==> src/rtl/gameboard_pkg.sv <==
// rtl/gameboard_pkg.sv - shared go encodings, board widths and move-input helpers
package gameboard_pkg;

  localparam int BOARD_W = 64;
  localparam int STATE_W = 6;
  localparam logic [9:0] MOVE_COUNT_MAX = 10'd1023;

  typedef enum logic [2:0] {
    GO_NONE  = 3'b000,
    GO_UP    = 3'b001,
    GO_DOWN  = 3'b010,
    GO_LEFT  = 3'b011,
    GO_RIGHT = 3'b100
  } goCode_e;

  typedef enum logic {
    READY = 1'b0,
    GAP   = 1'b1
  } moveState_e;

  // Fixed priority when several presses land in the same cycle.
  function automatic goCode_e pickMove(input logic up, input logic down,
                                       input logic left, input logic right);
    if (up)         return GO_UP;
    else if (down)  return GO_DOWN;
    else if (left)  return GO_LEFT;
    else if (right) return GO_RIGHT;
    else            return GO_NONE;
  endfunction

endpackage

==> src/rtl/key_debounce.sv <==
// rtl/key_debounce.sv - 2-flop synchroniser, counter debounce and press-edge pulse for one button
module key_debounce #(
  parameter int DB_CYCLES = 500000
) (
  input  logic clk,
  input  logic resetn,
  input  logic btn,
  output logic press
);

  localparam int CNT_W = $clog2(DB_CYCLES);
  localparam logic [CNT_W-1:0] CNT_LAST = CNT_W'(DB_CYCLES - 1);

  logic             syncMeta;
  logic             syncLevel;
  logic             dbLevel;
  logic [CNT_W-1:0] dbCount;

  always_ff @(posedge clk or negedge resetn) begin
    if (!resetn) begin
      syncMeta  <= 1'b0;
      syncLevel <= 1'b0;
      dbLevel   <= 1'b0;
      dbCount   <= '0;
      press     <= 1'b0;
    end else begin
      syncMeta  <= btn;
      syncLevel <= syncMeta;
      press     <= 1'b0;
      if (syncLevel != dbLevel) begin
        // Flip only after a full run of mismatching cycles; press fires on rising flips.
        if (dbCount == CNT_LAST) begin
          dbLevel <= syncLevel;
          dbCount <= '0;
          press   <= syncLevel;
        end else begin
          dbCount <= dbCount + 1'b1;
        end
      end else begin
        dbCount <= '0;
      end
    end
  end

endmodule

==> src/rtl/move_input_ctrl.sv <==
// rtl/move_input_ctrl.sv - debounced buttons to one-shot go commands with post-move gap and move counter
module move_input_ctrl
  import gameboard_pkg::*;
#(
  parameter int DB_CYCLES  = 500000,
  parameter int GAP_CYCLES = 4
) (
  input  logic       clk,
  input  logic       resetn,
  input  logic       btn_up,
  input  logic       btn_down,
  input  logic       btn_left,
  input  logic       btn_right,
  input  logic       ifWin,
  output logic [2:0] go,
  output logic       busy,
  output logic [9:0] move_count
);

  localparam int GAP_W = $clog2(GAP_CYCLES + 1);
  localparam logic [GAP_W-1:0] GAP_LAST = GAP_W'(GAP_CYCLES);

  logic [3:0] btnVec;
  logic [3:0] press;

  assign btnVec = {btn_right, btn_left, btn_down, btn_up};

  for (genvar i = 0; i < 4; i++) begin : g_key
    key_debounce #(.DB_CYCLES(DB_CYCLES)) u_key (
      .clk    (clk),
      .resetn (resetn),
      .btn    (btnVec[i]),
      .press  (press[i])
    );
  end

  moveState_e       state;
  moveState_e       stateNext;
  logic [GAP_W-1:0] gapCnt;
  logic [GAP_W-1:0] gapNext;
  goCode_e          sel;
  goCode_e          goNext;
  logic             busyNext;
  logic [9:0]       countNext;

  always_comb begin
    sel       = pickMove(press[0], press[1], press[2], press[3]);
    stateNext = state;
    gapNext   = gapCnt;
    goNext    = GO_NONE;
    busyNext  = 1'b0;
    countNext = move_count;
    case (state)
      READY: begin
        if (!ifWin && (sel != GO_NONE)) begin
          goNext    = sel;
          stateNext = GAP;
          gapNext   = '0;
          if (move_count != MOVE_COUNT_MAX) countNext = move_count + 10'd1;
        end
      end
      GAP: begin
        // The go cycle itself is spent in GAP, followed by GAP_CYCLES busy cycles.
        if (gapCnt == GAP_LAST) begin
          stateNext = READY;
        end else begin
          gapNext  = gapCnt + 1'b1;
          busyNext = 1'b1;
        end
      end
      default: stateNext = READY;
    endcase
  end

  always_ff @(posedge clk or negedge resetn) begin
    if (!resetn) begin
      state      <= READY;
      gapCnt     <= '0;
      go         <= GO_NONE;
      busy       <= 1'b0;
      move_count <= '0;
    end else begin
      state      <= stateNext;
      gapCnt     <= gapNext;
      go         <= goNext;
      busy       <= busyNext;
      move_count <= countNext;
    end
  end

endmodule

==> config.mk <==
export PLATFORM = sky130hd
export DESIGN_NAME = move_input_ctrl
export DESIGN_NICKNAME = d
export VERILOG_FILES = /design/src/rtl/gameboard_pkg.sv /design/src/rtl/key_debounce.sv /design/src/rtl/move_input_ctrl.sv
export SDC_FILE = /design/constraint.sdc
export NUM_CORES = 1
export LEC_CHECK = 0
export ABC_AREA = 1
export CORE_UTILIZATION = 62
export DETAILED_ROUTE_END_ITERATION = 16
export PLACE_DENSITY = 0.91
export SETUP_SLACK_MARGIN = 0.2
export SLEW_MARGIN = 20
export SYNTH_ARGS = -nofsm -noshare
export SYNTH_HDL_FRONTEND = slang
export SYNTH_SLANG_ARGS = --single-unit
==> constraint.sdc <==
create_clock -name clk -period 1.74 [get_ports clk]
set_input_delay 0.348 -clock clk [delete_from_list [all_inputs] [get_ports clk]]
set_output_delay 0.348 -clock clk [all_outputs]
set_load 0.03 [all_outputs]
# Word-level counts from Yosys, hierarchy flattened
# Index checks and enable logic that the tools add are counted.
dict set report totals {
  regBits 110
  wordCells 82
}
dict set report classes {
  n_addsub 6
  n_eq_ne 12
  muxes 29
  bitwise_logic 1
  reduce_logical 9
}
# cell n
set op_table {}
lappend op_table {{two-way mux 19 bit} 8}
lappend op_table {{adder 19 x 1 -> 19 bit (second input constant)} 4}
lappend op_table {{equality test 19 bit (second input constant)} 4}
lappend op_table {{two-way mux 3 bit} 8}
lappend op_table {{two-way mux 1 bit} 11}
lappend op_table {{adder 10 x 1 -> 10 bit (second input constant)} 1}
lappend op_table {{!= test 10 bit (second input constant)} 1}
lappend op_table {{AND reduction 2 bit} 5}
lappend op_table {{one-hot mux 3 bit (2 select lines)} 1}
lappend op_table {{!= test 1 bit} 4}
lappend op_table {{!= test 2 bit (second input constant)} 2}
lappend op_table {{adder 3 x 1 -> 3 bit (second input constant)} 1}
lappend op_table {{equality test 3 bit (second input constant)} 1}
lappend op_table {{AND reduction 3 bit} 1}
lappend op_table {{nonzero test 3 bit} 1}
lappend op_table {{one-hot mux 1 bit (2 select lines)} 1}
lappend op_table {{logical AND 1 bit} 1}
lappend op_table {{logical NOT 1 bit} 1}
lappend op_table {{NOT 1 bit} 1}

# Logic depth before layout (Yosys ltp)
dict set report logic_depth {
  word_depth 8
  depth_mapped 10
  mapped_depth_nobuf 10
}

# Hierarchy
# From an unflattened synthesis, not the netlist that was laid out.
dict set report unflattened {
  hier_cells 712
  hier_area_um2 5818.1
}
# module instances cells_each area_each_um2 seq_area_each_um2
set modules_own_cells {}
lappend modules_own_cells {key_debounce 4 149 1223.7 575.6}
lappend modules_own_cells {move_input_ctrl 1 116 923.4 450.4}

# Worst setup path after synthesis
# OpenSTA, ideal clock, no wires.
dict set report synth_timing {
  path_kind {reg-to-reg}
  from {register move_count[0]}
  to {register move_count[4]}
  t_arrival_ns 1.445
  t_required_ns 1.622
  slack_ns 0.177
  path_stages_with_launch 10
  path_buffers 0
  period_less_slack_ns 1.563
  cell_sequence {dfrtp_1 > ha_1 > nand3_1 > nor2_1 > nand2_1 > nor2_2 > nor2_4 > inv_6 > nand2_1 > nand2_1}
}
dict set report synth_via {
  elab_chain_len 2
}
# element line_no
set synth_lines {}
lappend synth_lines {{start: declaration} move_input_ctrl.sv:17} ;# output logic [9:0] move_count
lappend synth_lines {{start signal: assignment} move_input_ctrl.sv:87} ;# move_count <= countNext;
lappend synth_lines {{parallel branches: the longest is 2 deep, another holds adder 10 x 1 -> 10 bit} --}
# Parallel ways; which one is timed is not known.
# A chain may end at the register's enable or synchronous reset.

# Worst setup path in the final report
dict set report layout_timing {
  from {register move_count[0]}
  to {output port move_count[0]}
}
# No word-level cell between the ends.

==> qor.csv <==
stage,metric,value,unit
logic_synthesis,post-synthesis cell type count,30,
floorplan,floorplan die height,100,um
logic_synthesis,XOR/XNOR share of the synthesized area,5.98,%
drt,antenna-violating nets left,0,
critical_path,CP Max Fanout,3,
outcome,outcome,"complete, no violations",
clock_network,TritonCTS clock tree,yes,
logic_synthesis,main combinational cell family by area after synthesis,simple AND/OR/NAND/NOR gates,
power,VDD IR max,0.000416,V
sta,Final setup viols,0,
logic_synthesis,sequential area share after synthesis,45.9,%
drt,WL final,13200,um
place,DP Cell Count,968,
grt,vias in the first global route,4913,
drt,wire per inst,13.1,um
critical_path,Crit Path Class,flip-flop to output port,
cells_and_area,fraction of layout cells with a size suffix above 1,11.5,%
cells_and_area,non-filler cells in the finished layout,1005,
cells_and_area,Ant. Diodes,0,
cells_and_area,Layout area overhead,14.3,%
logic_synthesis,mux contribution to synthesized area,0,%
cells_and_area,nets@finish,886,
grt,first-pass GRT wire length,21900,um
clock_network,root buf cell,clkbuf_8,
sta,Slew Limit Fails,0,
critical_path,Critical Path End Type,output port,
critical_path,r2r worst-path depth,9,
sta,Layout Skew,9.52,ps
drt,via count,5389,
grt,largest net degree at the start of global routing,33,
logic_synthesis,simple-gate portion of the synthesized area,37.6,%
sta,period utilisation layout,90.7,%
drt,initial detailed-routing violation count,318,
floorplan,die area,10100,sq um
sta,Final min period,1580,ps
sta,RSZ-0062 raised after global routing,true,
logic_synthesis,Syn Inst Count,816,
floorplan,total core area,9330,sq um
clock_network,CTS clock-pin slew for the worst setup and hold paths,100,ps
critical_path,r2r setup slk,210,ps
sta,final hold violation count,0,
power,leakage power,3.04,nW
logic_synthesis,register bit total from synthesis,110,
critical_path,CP Launch Type,flip-flop,
critical_path,Crit. Startpoint,move_count[0]$_DFFE_PN0P_,
power,Pwr Total,0.00422,W
critical_path,R2R Path Start,move_count[0]$_DFFE_PN0P_,
critical_path,CP arrival,1230,ps
critical_path,worst path required time,1390,ps
clock_network,clock sink total,110,
floorplan,I/O Pins,21,
drt,DRT Pass-1 Iters,5,
floorplan,FP Rows,35,
clock_network,CTS H-tree depth,3,
floorplan,Die Wd,100,um
logic_synthesis,Synth Area in Compound Gates,2.27,%
clock_network,clk buf depth,2,
clock_network,clock buffer count from CTS,9,
cells_and_area,register area,2760,sq um
place,HPWL Detailed,9230,um
place,Placed Area,6420,sq um
grt,Tot GR Track Use,27.3,%
sta,final setup TNS,0,ps
logic_synthesis,post-synth net total,830,
cells_and_area,"leading cell types in the layout, fill and taps excluded","nand2_1, nor2_1, dfrtp_1, inv_1, nand3_1",
logic_synthesis,yosys warns,0,
drt,DRC viols,0,
cells_and_area,design area,6860,sq um
logic_synthesis,Adder-Cell Fraction of Synth Area,1.46,%
logic_synthesis,cell area after synthesis,6000,sq um
cells_and_area,Multi-input gate area,2950,sq um
grt,global route total overflow,0,
sta,Max Freq,0.634,GHz
power,Cell Pwr Density,616,nW/um^2
sta,Worst slew margin,69.6,%
drt,Vias/cell,5.36,
cells_and_area,"commonest non-fill, non-tap cell in the layout",nand2_1,
critical_path,R2R Path End,move_count[0]$_DFFE_PN0P_,
place,RePlAce Congestion,0.928,
clock_network,"Clk Latency, worst-skew pair",360,ps
critical_path,Worst setup endpoint,move_count[0],
place,IO Port Bufs,20,
grt,initial antenna violation count,0,
floorplan,Initial Util,64.3,%
cells_and_area,Layout fillers,698,
logic_synthesis,Avg Inst Size Synth,7.36,sq um
sta,worst-margin pin slew,455,ps
run,maxcap violations,0,
worst_hold_path,HP Class,flip-flop to flip-flop,
## flip-flops by register name, indices dropped and copies added (netlist names)
| signal | flops |
|---|---|
| busy | 1 |
| g_key.u_key.dbCount | 76 |
| g_key.u_key.dbLevel | 4 |
| g_key.u_key.press | 4 |
| g_key.u_key.syncLevel | 4 |
| g_key.u_key.syncMeta | 4 |
| gapCnt | 3 |
| go | 3 |
| move_count | 10 |
| state | 1 |
## per-stage QoR
| step | util [%] | hold WS [ps] | setup slack [ps] |
|---|---|---|---|
| 5_1_grt | 73.5 | 371 | 95.5 |
| 2_1_floorplan | - | 52.4 | 204 |
| 3_3_place_gp | 68.8 | 269 | 106 |
| 6_report | 73.5 | 366 | 162 |
| 4_1_cts | 71.2 | 365 | 132 |
| 3_5_place_dp | 68.8 | 273 | 80.4 |
## cells by family after synthesis
logic type                 count (synthesis)
AOI/OAI and AO/OA                         26
DFF                                      110
and+or+nand+nor                          528
buffers and inverters                    104
adders and majority gates                  7
xor gates and xnor gates                  41
## area by class of cell
type	count	area share [%]
multi-input cells	602	43.1
flip-flops and latches	110	40.2
repair buffers	51	6.40
inverters	98	5.44
well taps	129	2.35
clock buffers	11	2.21
clock inverters	4	0.328
## routing by layer
layer / up-vias / track usage, % / wire length (um)
li1: 2647 / - / -
met1: 2486 / 38.0 / 5730
met2: 222 / 44.0 / 6290
met3: 34 / 4.32 / 880
met4: 0 / 8.58 / 300
met5: - / 0 / 0
## worst min-delay path by stage
stage	startpoint	end	slack, ps	depth (start not counted)
floorplan	resetn	busy$_DFF_PN0_	50	0
global placement	resetn	g_key[1].u_key.dbCount[16]$_DFF_PN0_	270	1
detailed placement	resetn	g_key[1].u_key.dbCount[16]$_DFF_PN0_	270	1
CTS	g_key[2].u_key.syncMeta$_DFF_PN0_	g_key[2].u_key.syncLevel$_DFF_PN0_	360	0
global route	g_key[2].u_key.syncMeta$_DFF_PN0_	g_key[2].u_key.syncLevel$_DFF_PN0_	370	0
finish	g_key[2].u_key.syncMeta$_DFF_PN0_	g_key[2].u_key.syncLevel$_DFF_PN0_	370	0
## power breakdown
part	internal (W)	switching [W]	total, W
clock network	0.000585	0.000805	0.00139
registers	0.00259	0.0000300	0.00262
logic	0.0000879	0.000130	0.000218
total	0.00326	0.000965	0.00422
## critical path, cell delays in order (launching register included)
cell and delay (ps):
dfrtp_2 440, buf_4 140, clkdlybuf4s15_2 280
## cell usage after synthesis
cell,count,area [sq um]
inv_2,2,7.51
nor4_1,1,6.26
nand2_1,200,751
a21oi_1,13,65.1
nor2_4,6,67.6
o22ai_1,2,12.5
nand3_1,68,340
nor3_2,1,10.0
inv_6,1,8.76
nor3_1,18,90.1
inv_1,95,357
nand2_2,4,25.0
nor2_2,6,37.5
xnor2_1,10,87.6
nor2_1,195,732
dfrtp_1,110,2750
ha_1,7,87.6
nand2_4,1,11.3
a211oi_1,1,7.51
and2_1,2,12.5
nand3_2,1,10.0
o21ai_0,9,45.0
xor2_1,31,272
buf_6,1,11.3
nor3b_1,7,52.6
clkbuf_1,2,7.51
nand4_1,17,106
a31oi_1,1,6.26
buf_2,3,15.0
nand3b_1,1,7.51
## timing repair
item	CTS	global route
setup endpoints to repair	31	66
buffers inserted	4	17
gates cloned	0	0
endpoints found under the hold margin	20	0
pin swaps	2	11
gates resized for setup	31	34
hold buffers	1	0
No activity file was read; power rests on OpenSTA's default activity.
